**src/rtl/shape_plotter.sv**
```systemverilog
// -----------------------------------------------------------------------------
// shape_plotter
//
// Consumer end of the square/peg drawing interface. The game controller hands
// over one shape-draw command through a start/busy/done handshake; this block
// then walks every pixel of the shape, one per clock, and drives the VGA
// adapter write port with registered x/y/colour/plot.
//
// Ports:
//   clock      in   system clock
//   reset      in   synchronous, active-high reset
//   start      in   command strobe, honoured only while idle (busy=0)
//   shape      in   0=20x20, 1=10x10, 2=feedback pegs 22x4, 3=erase 160x120
//   base_x     in   top-left x of the shape (forced to 0 for erase)
//   base_y     in   top-left y of the shape (forced to 0 for erase)
//   colour_in  in   pixel colour for shapes 0-2
//   peg_count  in   pegs drawn for shape 2, clamped to 4
//   busy       out  high while a command is in progress
//   done       out  one-cycle pulse when a command completes
//   x, y       out  pixel coordinate to the VGA adapter
//   colour     out  pixel colour to the VGA adapter
//   plot       out  VGA adapter write enable
// -----------------------------------------------------------------------------
module shape_plotter #(
    parameter int          SCREEN_W     = 160,
    parameter int          SCREEN_H     = 120,
    parameter logic [2:0]  ERASE_COLOUR = 3'b000
) (
    input  logic       clock,
    input  logic       reset,
    input  logic       start,
    input  logic [1:0] shape,
    input  logic [7:0] base_x,
    input  logic [6:0] base_y,
    input  logic [2:0] colour_in,
    input  logic [2:0] peg_count,
    output logic       busy,
    output logic       done,
    output logic [7:0] x,
    output logic [6:0] y,
    output logic [2:0] colour,
    output logic       plot
);

    typedef enum logic [1:0] {
        S_IDLE = 2'd0,
        S_DRAW = 2'd1,
        S_DONE = 2'd2
    } state_t;

    localparam logic [8:0] SCREEN_W9 = 9'(SCREEN_W);
    localparam logic [7:0] SCREEN_H8 = 8'(SCREEN_H);

    state_t     state_q, state_d;

    // latched command
    logic [1:0] shape_q, shape_d;
    logic [7:0] bx_q, bx_d;
    logic [6:0] by_q, by_d;
    logic [2:0] col_q, col_d;
    logic [2:0] pegs_q, pegs_d;

    // pixel walk counters
    logic [7:0] ox_q, ox_d;
    logic [6:0] oy_q, oy_d;
    logic [2:0] sub_q, sub_d;   // column within a 6-wide peg group
    logic [1:0] grp_q, grp_d;   // peg group index

    // registered outputs
    logic       busy_q, busy_d;
    logic       done_q, done_d;
    logic [7:0] x_q, x_d;
    logic [6:0] y_q, y_d;
    logic [2:0] colour_q, colour_d;
    logic       plot_q, plot_d;

    logic       accept;
    logic [7:0] w_last;
    logic [6:0] h_last;
    logic       col_end;
    logic       last_px;
    logic [8:0] sx;
    logic [7:0] sy;
    logic       clipped;
    logic       peg_on;

    // busy_q gates acceptance so the done cycle itself never takes a command;
    // the first start honoured is in the cycle after done, when busy is low.
    assign accept = (state_q == S_IDLE) && start && !busy_q;

    always_comb begin
        w_last = 8'(SCREEN_W - 1);
        h_last = 7'(SCREEN_H - 1);
        case (shape_q)
            2'd0: begin w_last = 8'd19; h_last = 7'd19; end
            2'd1: begin w_last = 8'd9;  h_last = 7'd9;  end
            2'd2: begin w_last = 8'd21; h_last = 7'd3;  end
            default: ;
        endcase
    end

    assign col_end = (ox_q == w_last);
    assign last_px = col_end && (oy_q == h_last);

    // Sums are one bit wider than the outputs so the clip test sees overflow.
    assign sx      = {1'b0, bx_q} + {1'b0, ox_q};
    assign sy      = {1'b0, by_q} + {1'b0, oy_q};
    assign clipped = (sx >= SCREEN_W9) || (sy >= SCREEN_H8);
    assign peg_on  = (shape_q != 2'd2) ||
                     ((sub_q < 3'd4) && ({1'b0, grp_q} < pegs_q));

    // state and counter register
    always_ff @(posedge clock) begin
        if (reset) begin
            state_q <= S_IDLE;
            shape_q <= '0;
            bx_q    <= '0;
            by_q    <= '0;
            col_q   <= '0;
            pegs_q  <= '0;
            ox_q    <= '0;
            oy_q    <= '0;
            sub_q   <= '0;
            grp_q   <= '0;
        end else begin
            state_q <= state_d;
            shape_q <= shape_d;
            bx_q    <= bx_d;
            by_q    <= by_d;
            col_q   <= col_d;
            pegs_q  <= pegs_d;
            ox_q    <= ox_d;
            oy_q    <= oy_d;
            sub_q   <= sub_d;
            grp_q   <= grp_d;
        end
    end

    // next-state and pixel walk
    always_comb begin
        state_d = state_q;
        shape_d = shape_q;
        bx_d    = bx_q;
        by_d    = by_q;
        col_d   = col_q;
        pegs_d  = pegs_q;
        ox_d    = ox_q;
        oy_d    = oy_q;
        sub_d   = sub_q;
        grp_d   = grp_q;
        case (state_q)
            S_IDLE: begin
                if (accept) begin
                    state_d = S_DRAW;
                    shape_d = shape;
                    bx_d    = (shape == 2'd3) ? 8'd0 : base_x;
                    by_d    = (shape == 2'd3) ? 7'd0 : base_y;
                    col_d   = colour_in;
                    pegs_d  = (peg_count > 3'd4) ? 3'd4 : peg_count;
                    ox_d    = '0;
                    oy_d    = '0;
                    sub_d   = '0;
                    grp_d   = '0;
                end
            end
            S_DRAW: begin
                if (last_px) begin
                    state_d = S_DONE;
                    ox_d    = '0;
                    oy_d    = '0;
                    sub_d   = '0;
                    grp_d   = '0;
                end else if (col_end) begin
                    ox_d    = '0;
                    oy_d    = oy_q + 7'd1;
                    sub_d   = '0;
                    grp_d   = '0;
                end else begin
                    ox_d    = ox_q + 8'd1;
                    if (sub_q == 3'd5) begin
                        sub_d = '0;
                        grp_d = grp_q + 2'd1;
                    end else begin
                        sub_d = sub_q + 3'd1;
                    end
                end
            end
            S_DONE:  state_d = S_IDLE;
            default: state_d = S_IDLE;
        endcase
    end

    // Output decode. Outputs are registered, so they trail the walk by one
    // cycle: pixel n appears n+1 cycles after accept, done W*H+1 cycles after.
    always_comb begin
        busy_d   = accept || (state_q != S_IDLE);
        done_d   = (state_q == S_DONE);
        x_d      = x_q;
        y_d      = y_q;
        colour_d = colour_q;
        plot_d   = 1'b0;
        if (state_q == S_DRAW) begin
            x_d      = sx[7:0];
            y_d      = sy[6:0];
            colour_d = (shape_q == 2'd3) ? ERASE_COLOUR : col_q;
            plot_d   = !clipped && peg_on;
        end
    end

    always_ff @(posedge clock) begin
        if (reset) begin
            busy_q   <= 1'b0;
            done_q   <= 1'b0;
            x_q      <= '0;
            y_q      <= '0;
            colour_q <= '0;
            plot_q   <= 1'b0;
        end else begin
            busy_q   <= busy_d;
            done_q   <= done_d;
            x_q      <= x_d;
            y_q      <= y_d;
            colour_q <= colour_d;
            plot_q   <= plot_d;
        end
    end

    assign busy   = busy_q;
    assign done   = done_q;
    assign x      = x_q;
    assign y      = y_q;
    assign colour = colour_q;
    assign plot   = plot_q;

endmodule

```
**config.mk**
```make
export PLATFORM = sky130hd
export DESIGN_NAME = shape_plotter
export DESIGN_NICKNAME = d
export VERILOG_FILES = /design/src/rtl/shape_plotter.sv
export SDC_FILE = /design/constraint.sdc
export NUM_CORES = 1
export LEC_CHECK = 0
export CORE_UTILIZATION = 59
export CTS_CLUSTER_SIZE = 8
export DETAILED_ROUTE_END_ITERATION = 12
export PLACE_DENSITY_LB_ADDON = 0.25
export SYNTH_ARGS = -nofsm -noshare
export SYNTH_HDL_FRONTEND = slang
export SYNTH_SLANG_ARGS = --single-unit
```
**constraint.sdc**
```tcl
create_clock -name clock -period 5.1 [get_ports clock]
set_input_delay 0.765 -clock clock [delete_from_list [all_inputs] [get_ports clock]]
set_output_delay 0.765 -clock clock [all_outputs]
set_load 0.02 [all_outputs]
```
==> flow_summary.yaml, run 1 <==
worst_setup_path:
  rrSetupSlack_ns: 2.57
  rr_worst_depth: 7
  cp_max_fo: 20
  start_kind: "flop"
  r2r_start: "shape_q[0]"
  reg2reg_to: "oy_q[1]"
  worstSetupEndpointType: "flop"
  arrival_ns: 2.80
  cp_data_required_time_ns: 5.37
  critical_path_class: "reg -> reg"
  startpoint: "shape_q[0]"
route:
  drt-initial-drc-count: 264
  first_pass_iters: 6
  num_vias: 3063
  routed_via_density: 5.88
  drc: 0
  finalWirelength_microns: 7830
  ant_nets: 0
  wire_per_inst_microns: 15.0
timing:
  fin_crit_ns: 2.53
  max_clock_freq_mhz: 396
  fin_skew_ns: 0.00946
  hold_viol_final: 0
  slew_violations: 0
  fin_setup_tns_ns: 0
  rsz0062_at_grt: "no"
  post-route-period-util: 0.495
  hold_ws_ns: 0.456
  tightest_slew_ns: 1.09
  slew_headroom: 0.273
  setup_violations: 0
cells_and_area:
  seq_area_sq_um: 1320
  antenna_cells: 0
  drive_above_1_share: 0.0601
  nets: 493
  utilization: 0.734
  area_growth_pct: 20.4
  multiInputGateArea_sq_um: 1930
  fillers: 429
  fin_cells: 521
run_status:
  outcome: "complete, no violations"
logic_synthesis:
  ys_types: 46
  synth-edff-count: 0
  yosysTopAreaCell: "dfxtp_1"
  synth_top_area_frac: 0.393
  yosys-top-cells-area: "dfxtp_1, a21oi_1, ha_1"
  syn_nets: 454
  syn_inst: 405
  synth_ff_type: "dfxtp_1"
  synthesis.yosys.warnings: 0
  async_reset_ff_frac: 0
  synth.avg_cell_area_sq_um: 8.29
  syn_area_sq_um: 3360
  ys_seq_elements: 66
  yosysSeqAreaShare: 0.393
hold_path:
  hold_end: "col_q[0]"
  min_delay_path_depth: 2
  hold_path_class: "reg -> reg"
  worstHoldStart: "col_q[0]"
cts:
  clock_sinks: 66
  holdBufCountCts: 0
  cts-root-buf: "clkbuf_8"
  cts_setup_buffers: 0
  cts_buffer_depth: 2
  cts_buffers: 9
  htreeDepth: 3
  cts_resized: 0
  path_clk_slew_ns: 0.07
  tritoncts: "built"
  clk_latency_ns: 0.34
place:
  globalplace.congestion: 0.822
  io_buffer_count: 46
  place_inst: 505
  dp_hpwl_microns: 5430
floorplanning:
  core_sq_um: 5510
  ioPinCount: 47
  die-area_sq_um: 6000
  chipHeight_microns: 77.4
  initial_core_util: 0.610
  rows: 27
  chipWidth_microns: 77.4
pwr:
  p_per_area_nw_per_um2: 289
  leakagePower_nw: 1.49
  ir_drop_uv: 180
  finalPower_mw: 1.17
global_route:
  grt_max_degree: 61
  gr-total-overflow: 0
  grt_usage: 0.278
  antenna_found_initial: 0
  grt_pass1_vias: 2876
  grt_pass1_wl_microns: 13000
run:
  max_cap_violations: 0
-- where the power goes --
part	switching (mW)	internal [mW]	total (mW)
sequential	0.0177	0.537	0.554
combinational	0.100	0.0677	0.168
clock	0.198	0.250	0.447
total	0.315	0.854	1.17
-- cell usage after synthesis (2+ instances only) --
library cell  number
a211o_1            2
a211oi_1           6
a21o_1             3
a21oi_1           55
a311oi_1           5
and3_1             5
buf_1              2
clkbuf_1          16
dfxtp_1           66
fa_1               2
ha_1              21
inv_1              6
mux2i_1            2
nand2_1           64
nand2b_1           8
nand3_1           25
nand3b_1           5
nand4_1            2
nor2_1            31
nor2_2             2
nor2b_1            4
nor3_1             8
nor3b_1            8
nor4b_4            2
o211ai_1           5
o21a_1             4
o21ai_0           10
o21bai_1           2
xnor2_1           17
-- layer usage --
metal | track usage | vias to the layer above | wire, microns
met4 | 0.174 | 0 | 147
li1 | - | 1507 | -
met5 | 0 | - | 0
met3 | 0.0424 | 14 | 420
met1 | 0.333 | 1434 | 3360
met2 | 0.467 | 108 | 3900
-- area by class of cell --
cell class                 instances  share of cell area
clock buffer                      11              0.0374
clock inverter                     5              0.0130
inverter                           6             0.00557
multi-input combinational        312               0.477
sequential                        66               0.327
tap                               72              0.0223
timing repair buffer              49               0.118
-- worst max-delay path, stage by stage, from the launching register on --
cell	delay, ns
dfxtp_1	0.36
ha_1	0.35
o21a_1	0.23
o2111ai_2	0.22
o21a_1	0.65
nor2_1	0.20
a21o_2	0.32
a21oi_1	0.13
-- worst max-delay path by stage --
| stage | end | slack [ns] |
|---|---|---|
| 2_1_floorplan | oy_q[6] | 3.07 |
| 5_1_grt | oy_q[1] | 2.43 |
| 6_report | oy_q[1] | 2.57 |
| 4_1_cts | oy_q[1] | 2.59 |
| 3_3_place_gp | oy_q[2] | 2.54 |
| 3_5_place_dp | sub_q[2] | 2.51 |
-- through the flow --
stage	area, sq um	worst slack, ns
final	4040	2.57
after global routing	4040	2.43
after CTS	4040	2.59
after detailed placement	3840	2.51
after global placement	3840	2.54
after floorplan	3360	3.07
-- state kept, by name, indices dropped and copies added (netlist names) --
name / count
bx_q: 8
ox_q: 8
x: 8
by_q: 7
oy_q: 7
y: 7
col_q: 3
colour: 3
pegs_q: 3
sub_q: 3
grp_q: 2
shape_q: 2
state_q: 2
busy: 1
done: 1
plot: 1
-- kinds of logic (layout without fill, tap and decap cells) --
group | Yosys count | count (layout) | share of synthesized area
buffers and inverters | 27 | 71 | 0.0339
muxes | 2 | 2 | 0.00596
AOI/OAI and AO/OA | 103 | 103 | 0.187
and+or+nand+nor | 166 | 166 | 0.243
adders and majority gates | 23 | 23 | 0.0902
DFF | 66 | 66 | 0.393
xor gates and xnor gates | 18 | 18 | 0.0469
-- layout by cell type, fill, tap and decap left out, types with 2 or more instances in the layout --
cell,count
a211o_1,2
a211oi_1,6
a21o_1,3
a21oi_1,55
a311oi_1,5
and3_1,5
buf_4,3
clkbuf_8,11
clkdlybuf4s50_1,45
clkinv_2,3
dfxtp_1,66
fa_1,2
ha_1,21
inv_1,6
mux2i_1,2
nand2_1,64
nand2b_1,8
nand3_1,25
nand3b_1,5
nand4_1,2
nor2_1,31
nor2_2,2
nor2b_1,4
nor3_1,7
nor3b_1,8
nor4b_4,2
o211ai_1,5
o21a_1,4
o21ai_0,10
o21bai_1,2
xnor2_1,17
(Power assumes the default switching activity.)
==> run 2: changes to the inputs <==
--- a/config.mk
+++ b/config.mk
@@ -5,7 +5,7 @@
 export SDC_FILE = /design/constraint.sdc
 export NUM_CORES = 1
 export LEC_CHECK = 0
-export CORE_UTILIZATION = 59
+export CORE_UTILIZATION = 55
 export CTS_CLUSTER_SIZE = 8
 export DETAILED_ROUTE_END_ITERATION = 12
 export PLACE_DENSITY_LB_ADDON = 0.25
==> constraint.sdc (replaced) <==
create_clock -name clock -period 2.38 [get_ports clock]
set_input_delay 0.357 -clock clock [delete_from_list [all_inputs] [get_ports clock]]
set_output_delay 0.357 -clock clock [all_outputs]
set_load 0.02 [all_outputs]
==> flow_summary.yaml, run 2 (synthesis gave the netlist of run 1 again) <==
run_status:
  outcome: "complete, no violations"
global_route:
  grt_usage: 0.272
  grt_max_degree: 44
  antenna_found_initial: 0
  gr-total-overflow: 0
  grt_pass1_wl_microns: 13200
  grt_pass1_vias: 2841
timing:
  fin_skew_ns: 0.00777
  rsz0062_at_grt: "no"
  post-route-period-util: 0.935
  fin_crit_ns: 2.22
  setup_violations: 0
  slew_violations: 0
  fin_setup_tns_ns: 0
  tightest_slew_ns: 0.820
  hold_viol_final: 0
  max_clock_freq_mhz: 449
  slew_headroom: 0.453
cells_and_area:
  most-common-layout-cells: "dfxtp_1, nand2_1, a21oi_1, clkdlybuf4s50_1, nor2_1"
  layout_commonest_cell: "dfxtp_1"
  fin_cells: 528
  area_growth_pct: 21.2
  nets: 498
  seq_area_sq_um: 1320
  postLayoutCellArea_sq_um: 4070
  multiInputGateArea_sq_um: 1930
  utilization: 0.688
  drive_above_1_share: 0.0684
  antenna_cells: 0
  fillers: 502
floorplanning:
  chipWidth_microns: 80.1
  chipHeight_microns: 80.1
  rows: 28
  core_sq_um: 5920
  die-area_sq_um: 6420
  ioPinCount: 47
  initial_core_util: 0.567
cts:
  tritoncts: "built"
  clk_latency_ns: 0.34
  clock_sinks: 66
  cts_resized: 0
  holdBufCountCts: 0
  cts_buffer_depth: 2
  cts-root-buf: "clkbuf_8"
  cts_buffers: 9
  cts_setup_buffers: 0
  path_clk_slew_ns: 0.07
  htreeDepth: 3
route:
  drc: 0
  ant_nets: 0
  routed_via_density: 5.80
  finalWirelength_microns: 8000
  num_vias: 3065
  wire_per_inst_microns: 15.1
  first_pass_iters: 7
  drt-initial-drc-count: 161
pwr:
  leakagePower_nw: 1.51
  p_per_area_nw_per_um2: 608
  ir_drop_uv: 350
hold_path:
  hold_path_class: "reg -> reg"
place:
  placed_area_sq_um: 3880
  place_inst: 513
  globalplace.congestion: 0.838
  dp_hpwl_microns: 5530
  io_buffer_count: 46
run:
  max_cap_violations: 0
worst_setup_path:
  critical_path_class: "reg -> reg"
  start_kind: "flop"
  cp_max_fo: 9
  cp_data_required_time_ns: 2.62
  worstSetupEndpointType: "flop"
  arrival_ns: 2.46
[run 2: cell count changes in the layout (fill, tap and decap cells not counted), sizes merged]
cell      delta
clkinv       -1
clkbuf       +1
buf          +5
clkinvlp     -1
[run 2: layout make-up]
cell class	instances	share of cell area
multi-input cells	312	0.474
flip-flops and latches	66	0.325
repair buffers	54	0.127
clock buffers	12	0.0356
well taps	75	0.0230
clock inverters	3	0.00983
inverters	6	0.00553
[run 2: final timing paths]
check / start / slack [ns] / cells after the start / end
setup / recovery: shape_q[0] / 0.16 / 7 / oy_q[0]
hold / removal: colour[0] / 0.45 / 2 / colour[0]
hold reg to reg: colour[0] / 0.45 / 2 / colour[0]
setup reg to reg: shape_q[0] / 0.16 / 7 / oy_q[0]
[run 2: through the flow]
stage                     power [mW]  hold slack (ns)  setup WS (ns)
after floorplan                 1.44            0.432          0.396
after global placement          1.57            0.439          0.245
after detailed placement        1.58            0.447          0.129
after CTS                       2.48            0.457         0.0814
after global routing            2.58            0.478        0.00883
final                           2.48            0.451          0.155
[run 2: worst max-delay path: stages, from the launching register on]
cell and delay [ns]:
dfxtp_1 0.41, ha_1 0.41, o21a_1 0.19, o2111ai_2 0.16
or4_1 0.55, nand2_1 0.12, a21o_2 0.20, nor2_1 0.07
[run 2: power by group]
part           total [mW]  switching, mW  internal (mW)
sequential           1.19         0.0392           1.15
combinational       0.370          0.217          0.154
clock               0.917          0.413          0.504
total                2.48          0.669           1.81
[run 2: per-layer routing]
layer  track usage  part of all wire
met5             0                 0
met2         0.457              0.48
met1         0.329              0.44
met3        0.0614             0.060
met4         0.121             0.024
